**src/rtl/sbox_layer_seq_pkg.sv**
```systemverilog
// sbox_layer_seq_pkg: FSM encodings, column geometry and bundle-size helpers
// shared by the S-box sequencer and the S-box unit.
package sbox_layer_seq_pkg;

    typedef enum logic [2:0] {
        S_IDLE  = 3'd0,
        S_RUN   = 3'd1,
        S_WB    = 3'd2,
        S_DRAIN = 3'd3,
        S_DONE  = 3'd4
    } state_t;

    localparam int COL_W     = 4;
    localparam int N_COLS    = 32;
    localparam int NBITS_DEF = COL_W * N_COLS;

    // Number of bundles the state is split into for a given divider.
    function automatic int nb_of(input int pdsbox);
        return 1 << pdsbox;
    endfunction

    // Bundle width in bits.
    function automatic int sw_of(input int nbits, input int pdsbox);
        return nbits >> pdsbox;
    endfunction

endpackage

```
**src/rtl/sbox_layer_seq_if.sv**
```systemverilog
// sbox_layer_seq_if: round-controller / S-box-unit side bus of the S-box sequencer.
// slave = sequencer, master = round datapath driving it.
interface sbox_layer_seq_if
    import sbox_layer_seq_pkg::*;
#(
    parameter int PDSBOX = 0,
    parameter int Nbits  = NBITS_DEF
);
    localparam int SW = sw_of(Nbits, PDSBOX);

    logic             start;
    logic [Nbits-1:0] state_in;
    logic             busy;
    logic             done;
    logic [Nbits-1:0] state_out;
    logic [SW-1:0]    sb_cols;
    logic [SW-1:0]    sb_cols_post;

    modport master (
        output start, state_in, sb_cols_post,
        input  busy, done, state_out, sb_cols
    );

    modport slave (
        input  start, state_in, sb_cols_post,
        output busy, done, state_out, sb_cols
    );

endinterface

```
**src/rtl/sbox_layer_seq.sv**
```systemverilog
// sbox_layer_seq: feeds the 128-bit state to the S-box unit one bundle per cycle
// and collects the results in place. Define SBOX_LAYER_PIPE_EN to register the return path.
module sbox_layer_seq
    import sbox_layer_seq_pkg::*;
#(
    parameter int PDSBOX = 0,
    parameter int Nbits  = NBITS_DEF
) (
    input  logic              clk,
    input  logic              rst,
    sbox_layer_seq_if.slave   bus
);
    localparam int NB = nb_of(PDSBOX);
    localparam int SW = sw_of(Nbits, PDSBOX);
    localparam int KW = (PDSBOX > 0) ? PDSBOX : 1;
    localparam logic [KW-1:0] K_LAST = KW'(NB - 1);
`ifdef SBOX_LAYER_PIPE_EN
    localparam bit PIPE = 1'b1;
`else
    localparam bit PIPE = 1'b0;
`endif

    state_t           state;
    logic [Nbits-1:0] state_q;
    logic [KW-1:0]    k;
    logic             busy_q;
    logic             done_q;

    assign bus.sb_cols   = state_q[int'(k)*SW +: SW];
    assign bus.state_out = state_q;
    assign bus.busy      = busy_q;
    assign bus.done      = done_q;

`ifdef SBOX_LAYER_PIPE_EN
    logic [SW-1:0] pipe_data;
    logic [KW-1:0] pipe_idx;
    logic          pipe_vld;
`endif

    always_ff @(posedge clk) begin
        if (rst) begin
            state   <= S_IDLE;
            state_q <= '0;
            k       <= '0;
            busy_q  <= 1'b0;
            done_q  <= 1'b0;
`ifdef SBOX_LAYER_PIPE_EN
            pipe_data <= '0;
            pipe_idx  <= '0;
            pipe_vld  <= 1'b0;
`endif
        end else begin
            case (state)
                S_IDLE: if (bus.start) begin
                    state_q <= bus.state_in;
                    k       <= '0;
                    busy_q  <= 1'b1;
                    state   <= (PIPE || NB > 1) ? S_RUN : S_WB;
                end
                S_RUN: begin
`ifndef SBOX_LAYER_PIPE_EN
                    state_q[int'(k)*SW +: SW] <= bus.sb_cols_post;
`endif
                    if (k == K_LAST) begin
                        k      <= '0;
                        state  <= PIPE ? S_DRAIN : S_DONE;
                        busy_q <= PIPE;
                        done_q <= !PIPE;
                    end else begin
                        k <= k + 1'b1;
                    end
                end
                S_WB: begin
                    state_q[int'(k)*SW +: SW] <= bus.sb_cols_post;
                    state  <= S_DONE;
                    busy_q <= 1'b0;
                    done_q <= 1'b1;
                end
                S_DRAIN: begin
                    state  <= S_DONE;
                    busy_q <= 1'b0;
                    done_q <= 1'b1;
                end
                S_DONE: begin
                    state  <= S_IDLE;
                    done_q <= 1'b0;
                    k      <= '0;
                end
                default: state <= S_IDLE;
            endcase
`ifdef SBOX_LAYER_PIPE_EN
            // Bundle k is written one cycle after issue; k+1 still reads untouched data.
            pipe_vld  <= (state == S_RUN);
            pipe_data <= bus.sb_cols_post;
            pipe_idx  <= k;
            if (pipe_vld)
                state_q[int'(pipe_idx)*SW +: SW] <= pipe_data;
`endif
        end
    end

endmodule
```
**src/flat_wrapper.sv**
```systemverilog
// flat-port wrapper written by rule: the top's interface ports become plain ports
module sbox_layer_seq_flat import sbox_layer_seq_pkg::*;
#(
    parameter int PDSBOX = 0,
    parameter int Nbits  = NBITS_DEF
)
  (clk, rst, bus_start, bus_state_in, bus_sb_cols_post, bus_busy, bus_done, bus_state_out, bus_sb_cols);
  sbox_layer_seq_if #(.PDSBOX(PDSBOX), .Nbits(Nbits)) bus_i ();
  input  logic clk;
  input  logic rst;
  input wire logic [$bits(bus_i.start)-1:0] bus_start;
  input wire logic [$bits(bus_i.state_in)-1:0] bus_state_in;
  input wire logic [$bits(bus_i.sb_cols_post)-1:0] bus_sb_cols_post;
  output wire logic [$bits(bus_i.busy)-1:0] bus_busy;
  output wire logic [$bits(bus_i.done)-1:0] bus_done;
  output wire logic [$bits(bus_i.state_out)-1:0] bus_state_out;
  output wire logic [$bits(bus_i.sb_cols)-1:0] bus_sb_cols;
  assign bus_i.start = bus_start;
  assign bus_i.state_in = bus_state_in;
  assign bus_i.sb_cols_post = bus_sb_cols_post;
  assign bus_busy = bus_i.busy;
  assign bus_done = bus_i.done;
  assign bus_state_out = bus_i.state_out;
  assign bus_sb_cols = bus_i.sb_cols;
  sbox_layer_seq #(.PDSBOX(PDSBOX), .Nbits(Nbits)) u_core (.clk(clk), .rst(rst), .bus(bus_i));
endmodule
```
**config.mk**
```make
export PLATFORM = sky130hd
export DESIGN_NAME = sbox_layer_seq_flat
export DESIGN_NICKNAME = d
export VERILOG_FILES = /design/src/rtl/sbox_layer_seq_pkg.sv /design/src/rtl/sbox_layer_seq_if.sv /design/src/rtl/sbox_layer_seq.sv /design/src/flat_wrapper.sv
export SDC_FILE = /design/constraint.sdc
export NUM_CORES = 1
export LEC_CHECK = 0
export ABC_AREA = 1
export BUFFER_PORTS_ARGS = -buffer_cell sky130_fd_sc_hd__buf_2
export CORE_AREA = 2 2 203 205
export DETAILED_ROUTE_END_ITERATION = 10
export DIE_AREA = 0 0 205 207
export PLACE_DENSITY = 0.48
export SLEW_MARGIN = 20
export SYNTH_ARGS = -nofsm -noshare
export SYNTH_HDL_FRONTEND = slang
export SYNTH_SLANG_ARGS = --single-unit
```
**constraint.sdc**
```tcl
create_clock -name clk -period 2.5 [get_ports clk]
set_clock_uncertainty 0.15 [all_clocks]
set_input_delay 0.25 -clock clk [delete_from_list [all_inputs] [get_ports clk]]
set_output_delay 0.25 -clock clk [all_outputs]
set_load 0.02 [all_outputs]
```
==> impl_summary.log <==
INFO  metric drt-wirelength-per-cell = 12.6 um
INFO  metric post_synth_main_area_contributors = sky130_fd_sc_hd__dfxtp_1 (32%), sky130_fd_sc_hd__nand2_1 (24%), sky130_fd_sc_hd__buf_4 (12%), sky130_fd_sc_hd__nor2_1 (12%), sky130_fd_sc_hd__nand3_1 (8.0%)
INFO  metric relSlewSlack = 58.2%
INFO  metric grt_max_degree = 129
INFO  metric post_synth.cell_area_avg = 5.84 um2
INFO  metric synth.ff_latch_count = 132
INFO  metric layout_worst_path_cycle_share = 91.7%
INFO  metric postRouteWirelength = 31600 um
INFO  metric firstDrtPassIters = 5
INFO  metric floorplan.initialDensity = 20.2%
INFO  metric syn_inst = 1396
INFO  metric max-cap-violations = 0
INFO  metric worst-r2r-setup-slack = 210 ps
INFO  metric achievable-frequency = 0.436 GHz
INFO  metric synth.top_cell.area_share = 32.4%
INFO  metric setup_viol = 0
INFO  metric startpoint = u_core.state[2]$_SDFFE_PP0P_
INFO  metric nets = 2220
INFO  metric areaGrowthSynthToFinish = 61.7%
INFO  metric rows = 74
INFO  metric power.static_leakage = 7.59 nW
INFO  metric critical_path.endpoint = u_core.bus.state_out[111]$_SDFFE_PP0P_
INFO  metric critPathKind = flip-flop to flip-flop
INFO  metric worst_slack = 208 ps
INFO  metric post-synth-top-area-cell = sky130_fd_sc_hd__dfxtp_1
INFO  metric ff_latch_area = 0.00264 mm2
INFO  metric synth-edff-count = 0
INFO  metric power_per_cell_area = 641 mW/mm2
INFO  metric hold_path_class = input port to flip-flop
INFO  metric grt.total_usage = 14.3%
INFO  metric tritoncts_clock_tree = yes
INFO  metric final_layout_size_suffix_gt1_share = 28.7%
INFO  metric critical_path.endpoint_type = flip-flop
INFO  metric cts_setup_buffers = 0
INFO  metric cp_data_required_time = 2720 ps
INFO  metric die-area = 0.0424 mm2
INFO  metric finalHoldViolCount = 0
INFO  metric worst-slew-pin-transition = 627 ps
INFO  metric die_extent_in_x = 205 um
INFO  metric netlist_area = 0.00816 mm2
INFO  metric status = finished clean
INFO  metric first_iter_violations = 408
INFO  metric worstRegToRegCells = 10
INFO  metric worst-endpoint-arrival = 2520 ps
INFO  metric wire_length_of_the_first_global_routing_pass = 47900 um
INFO  metric num_antenna_cells = 0
INFO  metric cts_max_path_buffers = 2
INFO  metric yosysWarnings = 0
INFO  metric overflow = 0
INFO  metric async_flop_share = 0%
INFO  metric ant_nets = 0
INFO  metric core_region_area = 0.0404 mm2
INFO  metric r2r_start = u_core.state[2]$_SDFFE_PP0P_
INFO  metric place_worst_setup_slack = 640 ps
INFO  metric cts.htree.levels = 4
INFO  metric hpwl = 21400 um
INFO  metric cts-buffers-inserted = 17
INFO  metric synth.lib_cells_used.distinct = 14
INFO  metric pin_count = 517
INFO  metric clk_transition_reported_paths = 60 ps
INFO  metric min_delay_startpoint = bus_state_in[97]
INFO  metric multi_input_area = 0.00368 mm2
INFO  metric clock_sink_count = 132
INFO  metric setup_repair_after_global_routing_missed_its_margin = false
INFO  metric vias = 9880
INFO  metric commonest_cells_in_the_netlist = sky130_fd_sc_hd__nand2_1 (520), sky130_fd_sc_hd__nor2_1 (258), sky130_fd_sc_hd__inv_1 (134), sky130_fd_sc_hd__dfxtp_1 (132), sky130_fd_sc_hd__nand3_1 (130)
INFO  metric ctsRootBufferMaster = sky130_fd_sc_hd__clkbuf_16
INFO  metric numPortBuffers = 516
INFO  metric type_of_element_launching_the_critical_path = flip-flop
INFO  metric maxSlewViolCount = 0
INFO  metric path_max_fanout = 38
INFO  metric synth-seq-area-share = 32.4%
INFO  metric reg2reg_to = u_core.bus.state_out[111]$_SDFFE_PP0P_
INFO  metric gp_congestion = 0.760
INFO  metric route.detailed.drc = 0
INFO  metric yosys.cell_count.top_type = sky130_fd_sc_hd__nand2_1
INFO  metric number_of_global_route_vias_before_repair = 9333
INFO  metric yosys_most_used_dff = sky130_fd_sc_hd__dfxtp_1
INFO  metric syn_nets = 1659
INFO  metric antenna_found_initial = 0
INFO  metric final.setup.tns = 0 ps
INFO  metric vdd_drop_max = 0.408 mV
INFO  metric finalWorstPathRequiredPeriod = 2290 ps
INFO  metric worst_skew_pair_latency = 430 ps
INFO  metric fillerInstances = 4394
INFO  metric viasPerCell = 3.95
INFO  metric die_h = 207 um
placed cells by master, fill, tap and decap left out:
cell                              n
sky130_fd_sc_hd__buf_2          516
sky130_fd_sc_hd__buf_4            2
sky130_fd_sc_hd__a21oi_1          3
sky130_fd_sc_hd__inv_1          134
sky130_fd_sc_hd__dfxtp_1        132
sky130_fd_sc_hd__bufinv_16        2
sky130_fd_sc_hd__buf_12          12
sky130_fd_sc_hd__ha_1             3
sky130_fd_sc_hd__nand2_4          3
sky130_fd_sc_hd__buf_16           1
sky130_fd_sc_hd__o21ai_0          1
sky130_fd_sc_hd__clkbuf_8         4
sky130_fd_sc_hd__clkinvlp_4       4
sky130_fd_sc_hd__nand2_1        517
sky130_fd_sc_hd__inv_4            1
sky130_fd_sc_hd__nor2_1         258
sky130_fd_sc_hd__clkinv_2         2
sky130_fd_sc_hd__clkbuf_16       17
sky130_fd_sc_hd__clkbuf_1         2
sky130_fd_sc_hd__nand3_1        130
sky130_fd_sc_hd__dlygate4sd3_1  223
sky130_fd_sc_hd__inv_6            1
sky130_fd_sc_hd__ha_4             1
through the flow:
stage	hold slack (ps)	std cells	instance area, um2	utilization [%]	total power [mW]
floorplan	169	1396	8160	-	4.76
global placement	328	2247	10400	25.7	5.54
detailed placement	333	2247	10400	25.7	5.55
CTS	1.90	2501	13200	32.6	8.59
global route	17.7	2501	13200	32.7	9.00
finish	30.3	2501	13200	32.7	8.45
registers in the layout (all words and copies together) (netlist names):
signal                flops
u_core.bus.state_out    128
u_core.state              2
u_core.bus.busy           1
u_core.bus.done           1
cells by family after synthesis:
| group | Yosys count | synth area share (%) |
|---|---|---|
| AOI/OAI and AO/OA | 4 | 0.245 |
| adders and majority gates | 4 | 0.614 |
| buffers and inverters | 348 | 23.0 |
| DFF | 132 | 32.4 |
| and+or+nand+nor | 908 | 43.8 |
report_power, final:
group | switching (mW) | total, mW | internal [mW]
Combinational | 1.91 | 3.27 | 1.35
Sequential | 0.254 | 2.64 | 2.38
Clock | 0.980 | 2.54 | 1.56
Total | 3.15 | 8.45 | 5.30
metal layers:
metal  up-vias  GRT usage (%)  share of wire, %
li1       5127              -                 -
met1      4360           16.6                43
met2       348           25.3                49
met3        45           2.64               5.7
met4         0           6.23               3.0
met5         -              0                 0
how the worst min path moves through the flow:
stage	endpoint	cells after the start	slack, ps
2_1_floorplan	u_core.state[2]$_SDFFE_PP0P_	1	170
3_3_place_gp	u_core.state[2]$_SDFFE_PP0P_	2	330
3_5_place_dp	u_core.state[2]$_SDFFE_PP0P_	2	330
4_1_cts	u_core.bus.state_out[21]$_SDFFE_PP0P_	5	2
5_1_grt	u_core.bus.state_out[21]$_SDFFE_PP0P_	5	20
6_report	u_core.bus.state_out[97]$_SDFFE_PP0P_	5	30
area by class of cell:
cell class              count  area share [%]
clock buffers              23            3.70
clock inverters             8           0.759
inverters                 136            3.93
multi-input cells         916            27.9
flip-flops and latches    132            20.0
well taps                 532            5.05
repair buffers            754            38.7
critical path, stage by stage, from the launching register on:
cell and delay (ps):
sky130_fd_sc_hd__dfxtp_1 350, sky130_fd_sc_hd__inv_1 100, sky130_fd_sc_hd__ha_4 210, sky130_fd_sc_hd__inv_6 170
sky130_fd_sc_hd__buf_16 250, sky130_fd_sc_hd__buf_12 170, sky130_fd_sc_hd__nand2_1 50, sky130_fd_sc_hd__nand2_1 50
sky130_fd_sc_hd__dlygate4sd3_1 560, sky130_fd_sc_hd__nor2_1 50, sky130_fd_sc_hd__nor2_1 90
what timing repair did:
item | in CTS | in global routing
hold endpoints to repair | 123 | 0
hold buffers | 223 | 0
endpoints found under the setup margin | 0 | 3
gates resized for setup | 0 | 2
(Power assumes the default switching activity.)
